## src/rtl/mem_arbiter.sv

```systemverilog
// Request scheduler for the byte-serial memory controller. Three requesters
// (fetch, load, store) share one downstream channel; one transaction is in
// flight at a time. Fixed priority store > load > fetch, with a starvation
// override for fetch. Rollback flushes speculative traffic; stores always finish.
module mem_arbiter #(
    parameter int STARVE_LIMIT = 4,
    parameter int CNT_WIDTH    = 3
) (
    input  logic        clk,
    input  logic        rst,
    input  logic        ena,
    input  logic        in_rollback,
    input  logic        in_fetch_req,
    input  logic [31:0] in_fetch_addr,
    output logic        out_fetch_ok,
    output logic [31:0] out_fetch_data,
    input  logic        in_load_req,
    input  logic [31:0] in_load_addr,
    input  logic [2:0]  in_load_size,
    output logic        out_load_ok,
    output logic [31:0] out_load_data,
    input  logic        in_store_req,
    input  logic [31:0] in_store_addr,
    input  logic [2:0]  in_store_size,
    input  logic [31:0] in_store_data,
    output logic        out_store_ok,
    output logic        out_mem_ena,
    output logic        out_mem_iswrite,
    output logic [31:0] out_mem_addr,
    output logic [2:0]  out_mem_size,
    output logic [31:0] out_mem_data,
    input  logic        in_mem_ok,
    input  logic [31:0] in_mem_data
);

    typedef enum logic [1:0] {IDLE, BUSY, DRAIN} state_t;
    typedef enum logic [1:0] {OWN_NONE, OWN_FETCH, OWN_LOAD, OWN_STORE} owner_t;

    localparam logic [CNT_WIDTH-1:0] LIMIT = CNT_WIDTH'(STARVE_LIMIT);

    state_t               state, state_nxt;
    owner_t               owner, owner_nxt;
    logic [CNT_WIDTH-1:0] starve_cnt;

    logic fetch_elig, load_elig, store_elig, force_fetch;
    logic gnt_fetch, gnt_load, gnt_store, deliver;

    // A requester whose ok is pulsing this cycle is masked so it is not
    // re-granted on its own stale request; rollback kills speculative requests.
    assign fetch_elig  = in_fetch_req && !out_fetch_ok && !in_rollback;
    assign load_elig   = in_load_req  && !out_load_ok  && !in_rollback;
    assign store_elig  = in_store_req && !out_store_ok;
    assign force_fetch = fetch_elig && (starve_cnt == LIMIT);

    // State and owner registers
    always_ff @(posedge clk or negedge rst) begin
        if (!rst) begin
            state <= IDLE;
            owner <= OWN_NONE;
        end else begin
            state <= state_nxt;
            owner <= owner_nxt;
        end
    end

    // Next-state, grant selection and completion routing
    always_comb begin
        state_nxt = state;
        owner_nxt = owner;
        gnt_fetch = 1'b0;
        gnt_load  = 1'b0;
        gnt_store = 1'b0;
        deliver   = 1'b0;
        if (ena) begin
            case (state)
                IDLE: begin
                    if (force_fetch)     gnt_fetch = 1'b1;
                    else if (store_elig) gnt_store = 1'b1;
                    else if (load_elig)  gnt_load  = 1'b1;
                    else if (fetch_elig) gnt_fetch = 1'b1;
                    if (gnt_fetch) begin
                        state_nxt = BUSY;
                        owner_nxt = OWN_FETCH;
                    end else if (gnt_store) begin
                        state_nxt = BUSY;
                        owner_nxt = OWN_STORE;
                    end else if (gnt_load) begin
                        state_nxt = BUSY;
                        owner_nxt = OWN_LOAD;
                    end
                end
                BUSY: begin
                    if (in_rollback && owner != OWN_STORE) begin
                        // Speculative result is dead; a completion in this same
                        // cycle is simply swallowed.
                        state_nxt = in_mem_ok ? IDLE : DRAIN;
                        owner_nxt = in_mem_ok ? OWN_NONE : owner;
                    end else if (in_mem_ok) begin
                        deliver   = 1'b1;
                        state_nxt = IDLE;
                        owner_nxt = OWN_NONE;
                    end
                end
                DRAIN: begin
                    if (in_mem_ok) begin
                        state_nxt = IDLE;
                        owner_nxt = OWN_NONE;
                    end
                end
                default: begin
                    state_nxt = IDLE;
                    owner_nxt = OWN_NONE;
                end
            endcase
        end
    end

    // Downstream request registers, ok pulses and returned data
    always_ff @(posedge clk or negedge rst) begin
        if (!rst) begin
            out_fetch_ok    <= 1'b0;
            out_fetch_data  <= '0;
            out_load_ok     <= 1'b0;
            out_load_data   <= '0;
            out_store_ok    <= 1'b0;
            out_mem_ena     <= 1'b0;
            out_mem_iswrite <= 1'b0;
            out_mem_addr    <= '0;
            out_mem_size    <= '0;
            out_mem_data    <= '0;
        end else begin
            out_fetch_ok <= 1'b0;
            out_load_ok  <= 1'b0;
            out_store_ok <= 1'b0;
            out_mem_ena  <= 1'b0;
            if (gnt_fetch) begin
                out_mem_ena     <= 1'b1;
                out_mem_iswrite <= 1'b0;
                out_mem_addr    <= in_fetch_addr;
                out_mem_size    <= 3'd4;
                out_mem_data    <= '0;
            end else if (gnt_store) begin
                out_mem_ena     <= 1'b1;
                out_mem_iswrite <= 1'b1;
                out_mem_addr    <= in_store_addr;
                out_mem_size    <= in_store_size;
                out_mem_data    <= in_store_data;
            end else if (gnt_load) begin
                out_mem_ena     <= 1'b1;
                out_mem_iswrite <= 1'b0;
                out_mem_addr    <= in_load_addr;
                out_mem_size    <= in_load_size;
                out_mem_data    <= '0;
            end
            if (deliver) begin
                case (owner)
                    OWN_FETCH: begin
                        out_fetch_ok   <= 1'b1;
                        out_fetch_data <= in_mem_data;
                    end
                    OWN_LOAD: begin
                        out_load_ok   <= 1'b1;
                        out_load_data <= in_mem_data;
                    end
                    OWN_STORE: out_store_ok <= 1'b1;
                    default: ;
                endcase
            end
        end
    end

    // Starvation counter: counts non-fetch grants that bypassed a waiting fetch
    always_ff @(posedge clk or negedge rst) begin
        if (!rst) begin
            starve_cnt <= '0;
        end else if (ena) begin
            if (gnt_fetch || !in_fetch_req || in_rollback)
                starve_cnt <= '0;
            else if ((gnt_store || gnt_load) && fetch_elig && starve_cnt != LIMIT)
                starve_cnt <= starve_cnt + 1'b1;
        end
    end

endmodule

```

## config.mk

```make
export PLATFORM = sky130hd
export DESIGN_NAME = mem_arbiter
export DESIGN_NICKNAME = d
export VERILOG_FILES = /design/src/rtl/mem_arbiter.sv
export SDC_FILE = /design/constraint.sdc
export NUM_CORES = 1
export LEC_CHECK = 0
export ABC_CLOCK_PERIOD_IN_PS = 4200
export CAP_MARGIN = 0
export CORE_ASPECT_RATIO = 1.25
export CORE_MARGIN = 2
export CORE_UTILIZATION = 43
export CTS_CLUSTER_SIZE = 40
export DETAILED_ROUTE_END_ITERATION = 7
export GPL_TIMING_DRIVEN = 0
export MAX_ROUTING_LAYER = met4
export PLACE_DENSITY = 0.86
export SYNTH_ARGS = -nofsm -noshare
export SYNTH_HDL_FRONTEND = slang
export SYNTH_SLANG_ARGS = --single-unit
```

## constraint.sdc

```tcl
create_clock -name clk -period 4.2 [get_ports clk]
set_clock_uncertainty 0.2 [all_clocks]
set_input_delay 1.05 -clock clk [delete_from_list [all_inputs] [get_ports clk]]
set_output_delay 1.05 -clock clk [all_outputs]
set_load 0.02 [all_outputs]
```

==> metrics.cfg, run 1 <==
[route]
antenna_left = 0
vias_per_cell = 5.352
drt_iter0_markers = 401
routedWlPerCell_microns = 19.96
firstDrtPassIters = 4
drt-total-wl_mm = 19.72
vias = 5288
drc = 0

[critical_path]
worst_setup_path_start_kind = primary input
critPathKind = primary input to flip-flop
cp_data_arrival_time_ns = 3.22
crit_path_end_kind = flip-flop
critPathMaxFanout = 10
critPathRequiredTime_ns = 4.26

[placed_design]
io_buffers = 308
gp_congestion = 0.9146
dp_slack_ns = 0.5974
dpl.cell_count = 957
place_hpwl_mm = 15.16

[synth]
synthCells = 473
syn_nets = 653
ys_seq_area_share_pct = 58.71
mappedNetlistArea_sq_um = 6095
postSynthAreaPerCell_sq_um = 12.88
synth-seq-cells = 143
yosysWarnings = 0
ys_types = 36

[global_routing]
grt_pass1_wl_mm = 30.86
grt_usage_pct = 26.74
grt_max_degree = 75
grt.overflow.total = 0
grt_pass1_vias = 5792
grt_antenna_before_repair = 0

[floorplanning]
die_area_sq_um = 15150
io_pins = 310
core_area_sq_um = 13810
num_rows = 48
die_w_microns = 110.5
die_y_microns = 137.1
initial_core_util_pct = 44.12

[power_and_ir_drop]
peakVddDrop_uv = 478.1
p_leak_uw = 0.004235
powerDensity_nw_per_um2 = 724.9

[clock_network]
hold_buffers = 0
htreeDepth = 4
tritoncts = built
cts.sinks = 143
post_cts_resized = 0
cts_root_buf = clkbuf_16
cts_made_buffers = 17
cts_setup_buffers = 0
ctsLongestPathBuffers = 2
clk_pin_slew_ns = 0.06
clock_latency_ns = 0.40

[timing]
layout_setup_ws_ns = 1.039
setup_viol = 0
slew_headroom_pct = 56.11
period_share_pct = 75.26
final_hold_viol_count = 0
rsz0062_at_grt = no
timing.final.crit_period_ns = 3.161
final_max_slew_viol_count = 0
worst_slew_pin_slew_ns = 0.6584
max_freq_mhz = 316.4

[layout]
area_growth_pct = 63.79
drive_above_1_share_pct = 15.62
finalNonFillerCells = 988
finish.net_count = 981
antenna_cells = 0

[hold_path]
min_path_type = flip-flop to flip-flop

[outcome]
status = completed

[job]
drv_cap = 0

-- state kept, by name, summed over array words and instances (netlist names) --
| signal | flops |
|---|---|
| out_store_ok | 1 |
| out_fetch_ok | 1 |
| out_mem_addr | 32 |
| out_load_ok | 1 |
| out_mem_ena | 1 |
| out_mem_size | 3 |
| out_load_data | 32 |
| owner | 2 |
| starve_cnt | 3 |
| state | 2 |
| out_fetch_data | 32 |
| out_mem_iswrite | 1 |
| out_mem_data | 32 |
-- layout by cell type (no fill, tap or decap), types with 2 or more instances in the layout --
cell,n
clkdlybuf4s50_1,307
nand2b_1,5
a21oi_1,4
nor3_1,33
clkbuf_1,11
a211oi_1,33
ha_1,6
nor2b_1,2
inv_6,6
clkinv_4,2
nor4_1,2
o21ai_0,7
clkbuf_16,17
o221ai_1,2
buf_2,16
a21o_1,4
mux2i_1,33
nor2_1,36
mux2_2,65
nand4_1,2
dfrtp_1,143
nand2_1,11
inv_1,6
buf_4,6
a22o_1,32
clkinvlp_4,3
-- power by group --
group | leakage, uW | total (uW) | switching [uW] | internal [uW]
registers | 0.00180 | 2390 | 367 | 2020
logic | 0.00217 | 3420 | 1690 | 1730
clock network | 0.000265 | 1430 | 609 | 824
-- cells in the mapped netlist --
cell type | n | area share [%]
or3_1 | 1 | 0.10
inv_1 | 6 | 0.37
a21boi_0 | 1 | 0.12
nor4_4 | 1 | 0.35
nor4b_4 | 1 | 0.39
nor2b_1 | 2 | 0.21
mux2_1 | 1 | 0.18
a21oi_1 | 4 | 0.33
nand2b_1 | 5 | 0.51
buf_2 | 16 | 1.3
a211oi_2 | 1 | 0.21
nor2_1 | 36 | 2.2
a22o_1 | 32 | 4.6
dfrtp_1 | 143 | 59
mux2i_1 | 33 | 5.4
nand2_1 | 11 | 0.68
and3b_1 | 1 | 0.14
a211oi_1 | 33 | 4.1
or3b_2 | 1 | 0.14
buf_4 | 6 | 0.74
clkbuf_2 | 1 | 0.082
nor4_1 | 2 | 0.21
o22ai_1 | 1 | 0.10
inv_2 | 1 | 0.062
ha_1 | 6 | 1.2
o21ai_0 | 7 | 0.57
a21o_1 | 4 | 0.49
nor4_2 | 1 | 0.21
a22oi_1 | 1 | 0.12
o221ai_1 | 2 | 0.29
clkbuf_1 | 10 | 0.62
a31oi_2 | 1 | 0.21
nor3_1 | 33 | 2.7
nand4_1 | 2 | 0.21
mux2_2 | 65 | 12
nand3_1 | 1 | 0.082
-- worst max-delay path, stage by stage --
cell	delay [ns]
clkdlybuf4s50_1	0.54
nand2b_1	0.12
a21oi_1	0.25
a31oi_2	0.29
nor2_1	0.39
clkbuf_1	0.42
a211oi_1	0.16
-- cell type report --
class | instances | area, sq um
fillers | 985 | 3831
flip-flops and latches | 143 | 3578
repair buffers | 309 | 3112
multi-input cells | 290 | 2322
clock buffers | 18 | 429.2
well taps | 175 | 219.0
plain buffers | 33 | 167.7
clock inverters | 13 | 127.6
inverters | 7 | 26.28
-- cells by family after synthesis --
family / after synthesis / synth area share [%]
compound gates: 87 / 11.11
flops: 143 / 58.71
fa+ha+maj: 6 / 1.232
buf+inv: 40 / 3.182
simple gates: 98 / 8.150
mux: 99 / 17.61
-- per-layer routing --
| layer | wire, microns | track usage (%) | up-vias |
|---|---|---|---|
| li1 | - | - | 2392 |
| met1 | 7100 | 28.61 | 2595 |
| met2 | 10580 | 46.69 | 251 |
| met3 | 1239 | 6.909 | 50 |
| met4 | 802 | 12.71 | 0 |
| met5 | 0 | - | - |
-- worst paths after layout --
path | from | to | slack [ns] | depth (start not counted)
max | in_fetch_req | out_mem_addr[30]$_DFFE_PN0P_ | 1.04 | 7
min | out_mem_size[0]$_DFFE_PN0P_ | out_mem_size[0]$_DFFE_PN0P_ | 0.29 | 2
max reg2reg | state[0]$_DFFE_PN0P_ | out_mem_addr[30]$_DFFE_PN0P_ | 1.44 | 9
min reg2reg | out_mem_size[0]$_DFFE_PN0P_ | out_mem_size[0]$_DFFE_PN0P_ | 0.29 | 2
max in group asynchronous | rst | out_fetch_data[31]$_DFFE_PN0P_ | 2.57 | 2
min in group asynchronous | rst | out_mem_addr[1]$_DFFE_PN0P_ | 0.45 | 1
-- through the flow --
| step | cell area, sq um | TNS [ns] | hold WS [ns] | util [%] | total power, uW |
|---|---|---|---|---|---|
| after detailed placement | 9425 | 0 | 0.2746 | 68.23 | 5831 |
| after global placement | 9397 | -502.82 | 0.2618 | 68.03 | 5691 |
| after floorplan | 6095 | 0 | 0.2753 | - | 4015 |
| final | 9982 | 0 | 0.2856 | 72.26 | 7236 |
| after global routing | 9982 | 0 | 0.3078 | 72.26 | 7584 |
| after CTS | 9982 | 0 | 0.2922 | 72.26 | 7299 |
Note: power is estimated with default switching activity, not from simulation.
==> run 2: changes to the inputs <==
==> config.mk (replaced) <==
export PLATFORM = sky130hd
export DESIGN_NAME = mem_arbiter
export DESIGN_NICKNAME = d
export VERILOG_FILES = /design/src/rtl/mem_arbiter.sv
export SDC_FILE = /design/constraint.sdc
export NUM_CORES = 1
export LEC_CHECK = 0
export ABC_CLOCK_PERIOD_IN_PS = 2800
export CAP_MARGIN = 0
export CORE_ASPECT_RATIO = 1.25
export CORE_MARGIN = 2
export CORE_UTILIZATION = 36
export CTS_CLUSTER_SIZE = 40
export DETAILED_ROUTE_END_ITERATION = 7
export GPL_TIMING_DRIVEN = 0
export MAX_ROUTING_LAYER = met4
export PLACE_DENSITY = 0.76
export SYNTH_ARGS = -nofsm -noshare
export SYNTH_HDL_FRONTEND = slang
export SYNTH_SLANG_ARGS = --single-unit
==> constraint.sdc (replaced) <==
create_clock -name clk -period 2.8 [get_ports clk]
set_clock_uncertainty 0.2 [all_clocks]
set_input_delay 0.7 -clock clk [delete_from_list [all_inputs] [get_ports clk]]
set_output_delay 0.7 -clock clk [all_outputs]
set_load 0.02 [all_outputs]
==> metrics.cfg, run 2 (synthesis gave the netlist of run 1 again) <==
[layout]
final_cell_mix = clkdlybuf4s50_1 (307), dfrtp_1 (143), mux2_2 (65)
fill_cells = 1368
area_growth_pct = 65.33
final_common_cell = clkdlybuf4s50_1
antenna_cells = 0
finish.net_count = 981
drive_above_1_share_pct = 16.09

[power_and_ir_drop]
power_uw = 10880
p_sw_share_pct = 36.66
powerDensity_nw_per_um2 = 1079
intPower_uw = 6888
comb_power_share_pct = 47.0
p_sw_uw = 3987
clockPowerShare_pct = 20.1
power_frac_seq_pct = 32.9
peakVddDrop_uv = 590.7
p_leak_uw = 0.004261

[clock_network]
hold_buffers = 0
clock_latency_ns = 0.42
cts.sinks = 143
cts_made_buffers = 17
clk_pin_slew_ns = 0.06
tritoncts = built
cts_root_buf = clkbuf_16
htreeDepth = 4
ctsLongestPathBuffers = 2

[global_routing]
grt_max_degree = 77
grt_antenna_before_repair = 0
grt_pass1_vias = 5578
grt_usage_pct = 22.34
grt.overflow.total = 0
grt_pass1_wl_mm = 29.99

[critical_path]
critPathRequiredTime_ns = 2.88
crit_chain = clkdlybuf4s50_1, nand2_1, a211oi_2, buf_4, mux2i_1, a211oi_1
critPathMaxFanout = 10
cp_data_arrival_time_ns = 2.85
cp_slowest_stage_delay_ns = 0.66
crit_path_end_kind = flip-flop
worst_setup_path_start_kind = primary input
critPathKind = primary input to flip-flop
critPathSlowestCell = clkdlybuf4s50_1

[floorplanning]
core_area_sq_um = 16710
io_pins = 310
num_rows = 53
initial_core_util_pct = 36.47
die_w_microns = 120.4
die_area_sq_um = 17990
die_y_microns = 149.5

[timing]
rsz0062_at_grt = yes
whs_ns = 0.1048
worst_slew_pin_slew_ns = 0.7049
slew_headroom_pct = 53.01
setup_viol = 0
final_max_slew_viol_count = 0
period_share_pct = 98.86
final_hold_viol_count = 0
timing.final.crit_period_ns = 2.768
max_freq_mhz = 361.3

[placed_design]
place_hpwl_mm = 14.81
gp_congestion = 0.7949
io_buffers = 308

[route]
routedWlPerCell_microns = 18.86
drc = 0
vias = 5241
drt_iter0_markers = 230
wl_met2_mm = 10.26
vias_per_cell = 5.069
wl_met3_mm = 1.373
drt-total-wl_mm = 19.50
wirelength_met1_mm = 7.364
dr.max_layer_used = met4
antenna_left = 0
firstDrtPassIters = 4

[hold_path]
min_path_type = primary input to asynchronous set/reset pin

[job]
drv_cap = 0

[outcome]
status = completed

[run 2: worst paths after layout]
kind | start | to | slack, ns | cells past startpoint
worst min-delay path | rst | out_mem_addr[5]$_DFFE_PN0P_ | 0.10 | 1
worst min register to register | out_mem_size[1]$_DFFE_PN0P_ | out_mem_size[1]$_DFFE_PN0P_ | 0.28 | 2
min in group clk | out_mem_size[1]$_DFFE_PN0P_ | out_mem_size[1]$_DFFE_PN0P_ | 0.28 | 2
worst max register to register | state[0]$_DFFE_PN0P_ | out_mem_addr[9]$_DFFE_PN0P_ | 0.14 | 8
max in group asynchronous | rst | out_store_ok$_DFF_PN0_ | 1.51 | 2
worst max-delay path | ena | out_mem_addr[9]$_DFFE_PN0P_ | 0.03 | 6
[run 2: stage by stage]
stage	setup TNS (ns)	area [sq um]	util [%]	cells	setup WS (ns)
after detailed placement	-34.43	9482	56.74	1002	-0.3655
final	0	10080	60.30	1034	0.03199
after floorplan	0	6095	-	473	0.6045
after global placement	-681.28	9453	56.57	1001	-4.589
after CTS	0	10050	60.15	1034	0.08053
after global routing	-1.419	10080	60.30	1034	-0.06288
[run 2: per-layer routing]
metal  track usage, %  vias to the layer above
li1                 -                     2385
met4            8.488                        0
met3            5.945                       38
met2            38.67                      223
met5                -                        -
met1            24.58                     2595
[run 2: final cells by class]
cell class / instances / area (sq um) / share of cell area, %
clock buffers: 19 / 442.9 / 4.396
clock inverters: 13 / 127.6 / 1.267
plain buffers: 33 / 173.9 / 1.726
inverters: 7 / 26.28 / 0.2608
multi-input cells: 290 / 2340 / 23.22
well taps: 220 / 275.3 / 2.732
repair buffers: 309 / 3112 / 30.88
flip-flops and latches: 143 / 3578 / 35.51
[run 2: power groups by stage]
stage | Combinational, uW | Sequential, uW | Clock (uW)
global route | 5420 | 3690 | 2330
CTS | 5130 | 3580 | 2240
detailed placement | 5110 | 3610 | 0
floorplan | 1310 | 4710 | 0
global placement | 5000 | 3550 | 0
finish | 5120 | 3580 | 2180
[run 2: timing repair]
action	CTS	global route
setup buffers	0	0
resized for setup	0	10
setup endpoints to repair	0	31
[run 2: worst max-delay path, delay by kind of cell]
family	cells	cell delay, ns
buffers and inverters	2	0.98
AO/OA/AOI/OAI	2	0.63
multiplexers	1	0.33
AND/OR/NAND/NOR	1	0.21
